### config.mk
export PLATFORM = sky130hd
export DESIGN_NAME = fifo_word_serializer_flat
export DESIGN_NICKNAME = d
export VERILOG_FILES = /design/src/rtl/fifo_word_serializer_pkg.sv /design/src/rtl/fifo_word_serializer_if.sv /design/src/rtl/fifo_word_serializer.sv /design/src/flat_wrapper.sv
export SDC_FILE = /design/constraint.sdc
export NUM_CORES = 1
export LEC_CHECK = 0
export CAP_MARGIN = 10
export CORE_MARGIN = 4
export CORE_UTILIZATION = 30
export DETAILED_ROUTE_END_ITERATION = 12
export SYNTH_ARGS = -nofsm -noshare
export SYNTH_HDL_FRONTEND = slang
export SYNTH_SLANG_ARGS = --single-unit
export TNS_END_PERCENT = 100
### constraint.sdc
create_clock -name clk -period 2 [get_ports clk]
set_input_delay 0.5 -clock clk [delete_from_list [all_inputs] [get_ports clk]]
set_output_delay 0.5 -clock clk [all_outputs]
set_load 0.02 [all_outputs]
### src/rtl/fifo_word_serializer_pkg.sv
`default_nettype none
// ============================================================================
// Module  : fifo_ser_pkg
// Brief   : Shared types, default widths and sizing helpers for the serializer.
// Rev     : 1.0 - initial release
// ============================================================================
package fifo_ser_pkg;

    typedef enum logic [0:0] {
        IDLE = 1'b0,
        SEND = 1'b1
    } ser_state_t;

    localparam int DATA_W_DEFAULT = 64;
    localparam int OUT_W_DEFAULT  = 16;
    localparam int CNT_W_DEFAULT  = 16;

    function automatic int beats(input int data_w, input int out_w);
        return data_w / out_w;
    endfunction

    // Never narrower than one bit, even for illegal configurations
    function automatic int beat_idx_w(input int data_w, input int out_w);
        int n;
        n = beats(data_w, out_w);
        return (n < 2) ? 1 : $clog2(n);
    endfunction

endpackage
`default_nettype wire

### src/rtl/fifo_word_serializer_if.sv
`default_nettype none
// ============================================================================
// Module  : fifo_word_serializer_if
// Brief   : FIFO read side plus beat output stream of the word serializer.
// Rev     : 1.0 - initial release
// ============================================================================
interface fifo_word_serializer_if
    import fifo_ser_pkg::*;
#(
    parameter int DATA_W = DATA_W_DEFAULT,
    parameter int OUT_W  = OUT_W_DEFAULT,
    parameter int CNT_W  = CNT_W_DEFAULT
);
    logic              fifo_empty;
    logic [DATA_W-1:0] fifo_data;
    logic              fifo_shift_out;
    logic              out_valid;
    logic              out_ready;
    logic [OUT_W-1:0]  out_data;
    logic              out_last;
    logic              busy;
    logic [CNT_W-1:0]  word_count;

    modport master (
        input  fifo_empty, fifo_data, out_ready,
        output fifo_shift_out, out_valid, out_data, out_last, busy, word_count
    );

    modport slave (
        output fifo_empty, fifo_data, out_ready,
        input  fifo_shift_out, out_valid, out_data, out_last, busy, word_count
    );
endinterface
`default_nettype wire

### src/rtl/fifo_word_serializer.sv
`default_nettype none
// ============================================================================
// Module  : fifo_word_serializer
// Brief   : Pops FIFO words and streams them as OUT_W beats, gap-free.
//           Build option FIFO_SER_MSB_FIRST_EN selects MSB-first beat order.
// Rev     : 1.0 - initial release
// ============================================================================
module fifo_word_serializer
    import fifo_ser_pkg::*;
#(
    parameter int DATA_W = DATA_W_DEFAULT,
    parameter int OUT_W  = OUT_W_DEFAULT,
    parameter int CNT_W  = CNT_W_DEFAULT
) (
    input  wire logic              clk,
    input  wire logic              res_n,
    fifo_word_serializer_if.master bus
);

    localparam int BEATS      = beats(DATA_W, OUT_W);
    localparam int BEAT_IDX_W = beat_idx_w(DATA_W, OUT_W);

    generate
        if (((DATA_W % OUT_W) != 0) || (BEATS < 2)) begin : g_param_check
            $error("fifo_word_serializer: DATA_W must be a multiple of OUT_W with at least 2 beats");
        end
    endgenerate

    ser_state_t              r_state;
    logic [DATA_W-1:0]       r_shift;
    logic [BEAT_IDX_W-1:0]   r_beat_idx;
    logic                    r_last;
    logic [CNT_W-1:0]        r_word_count;

    logic                    w_xfer;
    logic                    w_pop;
    logic [DATA_W-1:0]       w_shift_next;

    assign w_xfer = (r_state == SEND) && bus.out_ready;
    // Reloading on the final-beat transfer is what removes the inter-word bubble
    assign w_pop  = res_n && !bus.fifo_empty &&
                    ((r_state == IDLE) || (r_last && bus.out_ready));

`ifdef FIFO_SER_MSB_FIRST_EN
    assign w_shift_next = r_shift << OUT_W;
    assign bus.out_data = r_shift[DATA_W-1 -: OUT_W];
`else
    assign w_shift_next = r_shift >> OUT_W;
    assign bus.out_data = r_shift[OUT_W-1:0];
`endif

    assign bus.fifo_shift_out = w_pop;
    assign bus.out_valid      = (r_state == SEND);
    assign bus.busy           = (r_state == SEND);
    assign bus.out_last       = r_last;
    assign bus.word_count     = r_word_count;

    always_ff @(posedge clk or negedge res_n) begin
        if (!res_n) begin
            r_state      <= IDLE;
            r_shift      <= '0;
            r_beat_idx   <= '0;
            r_last       <= 1'b0;
            r_word_count <= '0;
        end else begin
            if (w_pop) begin
                r_state    <= SEND;
                r_shift    <= bus.fifo_data;
                r_beat_idx <= '0;
                r_last     <= 1'b0;
            end else if (w_xfer && r_last) begin
                r_state    <= IDLE;
                r_beat_idx <= '0;
                r_last     <= 1'b0;
            end else if (w_xfer) begin
                r_shift    <= w_shift_next;
                r_beat_idx <= r_beat_idx + BEAT_IDX_W'(1);
                r_last     <= (r_beat_idx == BEAT_IDX_W'(BEATS - 2));
            end

            if (w_xfer && r_last) begin
                r_word_count <= r_word_count + CNT_W'(1);
            end
        end
    end

endmodule
`default_nettype wire

### src/flat_wrapper.sv
// flat-port wrapper written by rule: the top's interface ports become plain ports
module fifo_word_serializer_flat import fifo_ser_pkg::*;
#(
    parameter int DATA_W = DATA_W_DEFAULT,
    parameter int OUT_W  = OUT_W_DEFAULT,
    parameter int CNT_W  = CNT_W_DEFAULT
)
  (clk, res_n, bus_fifo_empty, bus_fifo_data, bus_out_ready, bus_fifo_shift_out, bus_out_valid, bus_out_data, bus_out_last, bus_busy, bus_word_count);
  fifo_word_serializer_if #(.DATA_W(DATA_W), .OUT_W(OUT_W), .CNT_W(CNT_W)) bus_i ();
  input  wire logic clk;
  input  wire logic res_n;
  input wire logic [$bits(bus_i.fifo_empty)-1:0] bus_fifo_empty;
  input wire logic [$bits(bus_i.fifo_data)-1:0] bus_fifo_data;
  input wire logic [$bits(bus_i.out_ready)-1:0] bus_out_ready;
  output wire logic [$bits(bus_i.fifo_shift_out)-1:0] bus_fifo_shift_out;
  output wire logic [$bits(bus_i.out_valid)-1:0] bus_out_valid;
  output wire logic [$bits(bus_i.out_data)-1:0] bus_out_data;
  output wire logic [$bits(bus_i.out_last)-1:0] bus_out_last;
  output wire logic [$bits(bus_i.busy)-1:0] bus_busy;
  output wire logic [$bits(bus_i.word_count)-1:0] bus_word_count;
  assign bus_i.fifo_empty = bus_fifo_empty;
  assign bus_i.fifo_data = bus_fifo_data;
  assign bus_i.out_ready = bus_out_ready;
  assign bus_fifo_shift_out = bus_i.fifo_shift_out;
  assign bus_out_valid = bus_i.out_valid;
  assign bus_out_data = bus_i.out_data;
  assign bus_out_last = bus_i.out_last;
  assign bus_busy = bus_i.busy;
  assign bus_word_count = bus_i.word_count;
  fifo_word_serializer #(.DATA_W(DATA_W), .OUT_W(OUT_W), .CNT_W(CNT_W)) u_core (.clk(clk), .res_n(res_n), .bus(bus_i));
endmodule
* After elaboration in Yosys (flattened, before gate mapping)
Index checks and enable logic that the tools add are counted.
** Word-level totals
- Bits in registers :: 84
- Output and inout bits :: 36
** Operators by class
- $add $sub $neg :: 2
- Equal/unequal tests :: 2
- Multiplexer cells :: 11
- Bitwise gates (word level) :: 1
- Reduce and logical (&&, ||, !) cells :: 11
** Operators with widths (number)
- 2-to-1 mux 64 bit :: 3
- adder 16 x 1 -> 16 bit, second input constant :: 1
- 2-to-1 mux 2 bit :: 3
- logical AND 1 bit :: 5
- 2-to-1 mux 1 bit :: 5
- nonzero test 2 bit :: 2
- nonzero test 3 bit :: 1
- adder 2 x 1 -> 2 bit, second input constant :: 1
- == test 2 bit, second input constant :: 1
- != test 2 bit, second input constant :: 1
- AND reduction 2 bit :: 1
- zero test 1 bit :: 1
- logical OR 1 bit :: 1
- NOT 1 bit :: 1

* Depth between registers and ports, before layout
Gate-level depths: netlist of the first run.
- Depth in word-level cells :: 5
- Depth in mapped cells :: 7
- Depth with buffers taken out :: 5

* Worst setup path after synthesis of the first run
No wires, ideal clock.
- Path kind :: flip-flop to output port
- Start point :: register u_core.r_last (netlist: u_core.bus.out_last)
- End point :: output bus_fifo_shift_out
- Arrival time :: 1293 ps
- Data required time :: 1500 ps
- Setup slack :: 207 ps
- Stages on the path, launching flop included :: 6
- Buffers on the path :: 3
- Cell sequence :: dfrtp_1 > buf_4 > nand2_1 > a21oi_4 > buf_6 > buf_6
** Between the ends
- Cells in the longest elaborated chain, start to end :: 3
** RTL lines
- start, declared :: RTL line fifo_word_serializer.sv:32 : logic r_last;
- start signal, assigned :: RTL line fifo_word_serializer.sv:78 : r_last <= (r_beat_idx == BEAT_IDX_W'(BEATS - 2));
- logical AND 1 bit :: RTL line fifo_word_serializer.sv:42 : ((r_state == IDLE) || (r_last && bus.out_ready));
- logical OR 1 bit :: RTL line fifo_word_serializer.sv:42
- logical AND 1 bit :: RTL line fifo_word_serializer.sv:41 : assign w_pop = res_n && !bus.fifo_empty &&
- end, declared :: RTL line flat_wrapper.sv:15 : output wire logic [$bits(bus_i.fifo_shift_out)-1:0] bus_fifo_shift_out;
No other way between the ends.

* Worst setup path after layout of the first run
- Start point :: input bus_fifo_empty
- End point :: output bus_fifo_shift_out
** Between the ends
- Cells in the longest elaborated chain, start to end :: 3
** RTL lines
- start, declared :: RTL line flat_wrapper.sv:12 : input wire logic [$bits(bus_i.fifo_empty)-1:0] bus_fifo_empty;
- zero test 1 bit :: RTL line fifo_word_serializer.sv:41
- logical AND 1 bit (2 in series) :: RTL line fifo_word_serializer.sv:41
No other way between the ends.

==> results.cfg, run 1 <==
[status]
status = finished, final reports clean

[yosys]
ys_ff_latch = 84
synth_top_area_share = 0.539
yosys-top-cells-area = dfrtp_1 54%, mux2i_1 11%, nand2_1 8.0%
syn_area_per_cell_um2 = 10.6
yosysMostFrequentCell = dfrtp_1
yosysTopAreaCell = dfrtp_1
synth-warning-count = 0
synth_edf_count = 0
synth_cell_types = 32
netlist_instances = 367
synth_nets = 437
dominantRegCellSynth = dfrtp_1
netlist_area_mm2 = 0.00390
synth_common_cells = 84 x dfrtp_1, 83 x nand2_1, 41 x mux2i_1, 41 x o21ai_0, 21 x buf_4
synthArstFlopShare = 1.00
ys_seq_area_frac = 0.539

[final_layout]
drive_gt1_frac = 0.0839
antenna_cells = 0
fin_util = 0.422
syn_to_final_growth_pct = 37.3
n_fill_cell = 1250
seq_area_mm2 = 0.00210
fin_nets = 533
multi_input_area_mm2 = 0.00152

[clock_network]
cts_buffer_depth = 2
ctsHoldBuffers = 0
cts_root_buffer = clkbuf_16
post_cts_buffers = 0
cts.clk_slew.worst_paths_ns = 0.06
cts_sinks = 84
clk_latency_ns = 0.33
h-tree-depth = 3
cts_buffers = 9
cts_tree = built

[global_routing]
gr-total-overflow = 0
grt_pass1_wl_um = 14800
grt_pass1_vias = 2854
grt_use_total = 0.129
antenna_found_initial = 0
grt_max_degree = 85

[critical_path]
cp_data_required_time_ns = 1.50
ff2ff_path_depth = 5
slowest_stage = clkdlybuf4s50_1
crit_arrival_ns = 1.41
regToRegStartpoint = u_core.bus.word_count[0]
crit_type = in -> out
max_stage_delay_ns = 0.41
crit_chain = clkdlybuf4s50_1 -> nand2b_4 -> a21oi_4 -> buf_6
start_kind = primary input
crit_fanout = 2
reg2reg_slack_ns = 0.42
r2r-end = u_core.bus.word_count[10]
endpoint_kind = output port

[worst_hold_path]
hold-path-endpoint = u_core.bus.busy
hold_depth = 3
min_path_type = in -> reg
min_from = res_n

[pwr]
p_per_area_mw_per_mm2 = 1200
vdd_drop_max_mv = 0.390
leakage_nw = 2.47

[routing]
wirelength_um = 9270
num_vias = 2840
drt_drc_violations_left = 0
antenna_left = 0
firstDrtPassIters = 5
wl_per_cell_um = 14.6
drt_iter0_markers = 198
via_per_inst = 4.46

[die]
start_util = 0.308
dieArea_mm2 = 0.0149
io_pins = 104
fp-row-count = 41
die_y_um = 122
core-area_mm2 = 0.0127
die_w_um = 122

[run]
max_cap_violations = 0

[timing]
min_period_ns = 1.91
hold_viol_final = 0
tightestPinTransition_ns = 1.09
final.setup.tns_ns = 0
setup_viol = 0
max_slew_margin = 0.273
fin_worst_skew_ns = 0.00591
min_period_over_period = 0.953
max_freq_mhz = 525
slew_violations = 0
rsz0062_at_grt = no

[place]
gp_congestion = 0.763
io_buffers = 103
hpwl_um = 6690
report_power, final:
group	internal (mW)	switching, mW	total, mW
Clock	0.823	0.614	1.44
Sequential	2.19	0.329	2.52
Combinational	1.26	1.22	2.49
cell type report:
| cell class | count | share of cell area |
|---|---|---|
| sequential | 84 | 0.393 |
| multi-input combinational | 244 | 0.283 |
| timing repair buffer | 123 | 0.238 |
| clock buffer | 13 | 0.0449 |
| tap | 172 | 0.0402 |
| inverter | 1 | 0.000701 |
cells by family after synthesis:
| group | after synthesis | synth area share |
|---|---|---|
| multiplexers | 42 | 0.108 |
| XOR/XNOR | 15 | 0.0337 |
| flip-flops | 84 | 0.539 |
| AO/OA/AOI/OAI | 75 | 0.110 |
| buffers and inverters | 39 | 0.0742 |
| AND/OR/NAND/NOR | 110 | 0.128 |
| adder cells (fa/ha/maj) | 2 | 0.00642 |
critical path: cells and delay by family:
kind / cells / cell delay, ns
AND/OR/NAND/NOR: 1 / 0.16
buffers and inverters: 2 / 0.56
AO/OA/AOI/OAI: 1 / 0.18
sequential cells by signal, summed over array words and instances (netlist names):
name,cells
u_core.bus.busy,1
u_core.bus.word_count,16
u_core.bus.out_last,1
u_core.r_shift,64
u_core.r_beat_idx,2
repair_timing:
item / CTS / global route
resized for setup: 9 / 6
hold endpoints to repair: 0 / 0
pin swaps: 1 / 1
setup endpoints to repair: 39 / 31
cells in the final DEF (no fill, tap or decap), types with 2 or more instances in the layout:
master	netlist	final
a21o_1	7	7
a21oi_1	3	3
a22o_1	7	7
and3_1	2	2
and4_1	3	3
buf_12	0	7
buf_4	21	13
clkbuf_1	1	4
clkbuf_16	0	9
clkdlybuf4s50_1	0	97
dfrtp_1	84	84
dlygate4sd2_1	0	3
ha_1	2	2
mux2i_1	41	41
nand2_1	83	82
nand3_1	4	4
nand4_1	3	3
nor2_1	6	6
nor3_1	2	2
o21ai_0	41	41
o21ai_1	16	16
xnor2_1	10	10
xor2_1	5	5
worst max-delay path by stage:
stage | endpoint | startpoint | cells past startpoint | slack (ns)
final | bus_fifo_shift_out | bus_fifo_empty | 4 | 0.09
after CTS | bus_fifo_shift_out | bus_out_ready | 4 | 0.008
after detailed placement | bus_fifo_shift_out | bus_out_ready | 4 | -0.45
after floorplan | bus_fifo_shift_out | u_core.bus.out_last | 5 | 0.21
after global placement | bus_fifo_shift_out | bus_out_ready | 4 | -0.45
after global routing | bus_fifo_shift_out | bus_fifo_empty | 4 | 0.05
routing by layer:
| metal | vias up | global-route usage | wire length [um] |
|---|---|---|---|
| met3 | 15 | 0.0265 | 422 |
| met4 | 0 | 0.0623 | 229 |
| met5 | - | 0 | 0 |
| met1 | 1333 | 0.181 | 4510 |
| met2 | 66 | 0.189 | 4110 |
| li1 | 1426 | - | - |
per-stage QoR:
step                hold WS, ns  instance area [um^2]  worst slack, ns  power (mW)  cells
floorplan                 0.204                  3900            0.207        4.15    367
global placement          0.462                  5090           -0.451        5.02    624
detailed placement        0.469                  5090           -0.451        5.09    624
CTS                       0.475                  5330          0.00848        6.53    637
global route              0.427                  5350           0.0537        6.87    637
finish                    0.429                  5350           0.0948        6.45    637
No activity file was read; power rests on OpenSTA's default activity.
==> run 2, diff against run 1 <==
CTS_CLUSTER_DIAMETER = 120   (was unset)
==> results of run 2 <==
Final layout, timing and power as in run 1 (identical DEF).
==> run 3, diff against run 2 <==
SKIP_CTS_REPAIR_TIMING = 1   (was unset)
==> results.cfg, run 3 (same netlist as run 1, synthesis figures left out) <==
[die]
die_w_um = 122
fp-row-count = 41
die_y_um = 122
io_pins = 104
dieArea_mm2 = 0.0149
core-area_mm2 = 0.0127
start_util = 0.308

[place]
placed_area_mm2 = 0.00509
io_buffers = 103
gp_congestion = 0.763
hpwl_um = 6690

[pwr]
p_clk_frac = 0.223
switching_share = 0.335
seqPwrFrac = 0.391
leakage_nw = 2.48
p_int_mw = 4.29
p_per_area_mw_per_mm2 = 1210
vdd_drop_max_mv = 0.390
p_switching_mw = 2.16
power_frac_comb = 0.387

[critical_path]
crit_arrival_ns = 1.47
start_kind = primary input
crit_fanout = 2
ff2ff_path_depth = 5
max_stage_delay_ns = 0.50
endpoint_kind = output port
cp_data_required_time_ns = 1.50
slowest_stage = clkdlybuf4s50_1
crit_cells = 4
path_buf_inv = 2
crit_type = in -> out
crit_chain = clkdlybuf4s50_1 -> nand2_2 -> a21oi_4 -> buf_4
critical-path-top-delay-family = buffers and inverters

[timing]
final.setup.tns_ns = 0
setup_viol = 0
max_freq_mhz = 508
tightestPinTransition_ns = 1.09
rsz0062_at_grt = yes
min_period_ns = 1.97
min_period_over_period = 0.983
slew_violations = 0
fin_worst_skew_ns = 0.00591
max_slew_margin = 0.272
hold_viol_final = 0

[final_layout]
fin_area_mm2 = 0.00535
antenna_cells = 0
final_common_cell = clkdlybuf4s50_1
n_fill_cell = 1252
syn_to_final_growth_pct = 37.2
drive_gt1_frac = 0.0817
fin_util = 0.422
regMostFlops = u_core.r_shift
fin_nets = 533
largest_reg_flops = 64
final_cell_mix = 98 x clkdlybuf4s50_1, 84 x dfrtp_1, 82 x nand2_1

[clock_network]
cts_tree = built
clk_latency_ns = 0.33
cts_sinks = 84
cts_buffer_depth = 2
cts_buffers = 9
h-tree-depth = 3
cts_root_buffer = clkbuf_16
cts.clk_slew.worst_paths_ns = 0.06

[global_routing]
grt_pass1_vias = 2856
grt_max_degree = 85
antenna_found_initial = 0
grt_pass1_wl_um = 14800
gr-total-overflow = 0
grt_use_total = 0.129

[routing]
wirelength_um = 9280
num_vias = 2834
via_per_inst = 4.45
drt_drc_violations_left = 0
drt_iter0_markers = 209
antenna_left = 0
wl_per_cell_um = 14.6
firstDrtPassIters = 4

[status]
status = finished, final reports clean

[worst_hold_path]
min_path_type = in -> async

[run]
max_cap_violations = 0
[run 3: power by group through the flow]
stage               Sequential [mW]  Combinational (mW)  Clock [mW]
finish                         2.52                2.50        1.44
detailed placement             2.56                2.53           0
CTS                            2.53                2.55        1.48
global route                   2.59                2.74        1.54
floorplan                      2.49                1.66           0
global placement               2.54                2.48           0
[run 3: metrics by stage]
step | hold WS (ns) | worst slack [ns] | std cells | total power [mW]
finish | 0.440 | 0.0331 | 637 | 6.45
global route | 0.488 | -0.0365 | 637 | 6.87
CTS | 0.475 | -0.465 | 637 | 6.55
detailed placement | 0.469 | -0.451 | 624 | 5.09
global placement | 0.462 | -0.451 | 624 | 5.02
floorplan | 0.204 | 0.207 | 367 | 4.15
[run 3: per-layer routing]
metal  GRT usage  routed length, um  up-vias
met5           0                  0        -
met3      0.0265                421       15
met2       0.189               4110       66
met4      0.0623                229        0
met1       0.181               4520     1327
li1            -                  -     1426
[run 3: area by class of cell]
| class | instances | area (um^2) | area share |
|---|---|---|---|
| clock buffers | 13 | 240 | 0.0449 |
| inverters | 1 | 3.75 | 0.000702 |
| multi-input cells | 244 | 1510 | 0.282 |
| flip-flops and latches | 84 | 2100 | 0.393 |
| well taps | 172 | 215 | 0.0402 |
| repair buffers | 123 | 1280 | 0.239 |
[run 3: final timing paths]
kind,from,slack [ns],end
max,bus_out_ready,0.03,bus_fifo_shift_out
min,res_n,0.44,u_core.bus.busy
max reg2reg,u_core.bus.word_count[0],0.42,u_core.bus.word_count[10]
min reg2reg,u_core.bus.word_count[15],0.48,u_core.bus.word_count[15]
max in group asynchronous,res_n,0.83,u_core.r_shift[43]
min in group clk,u_core.bus.word_count[15],0.48,u_core.bus.word_count[15]
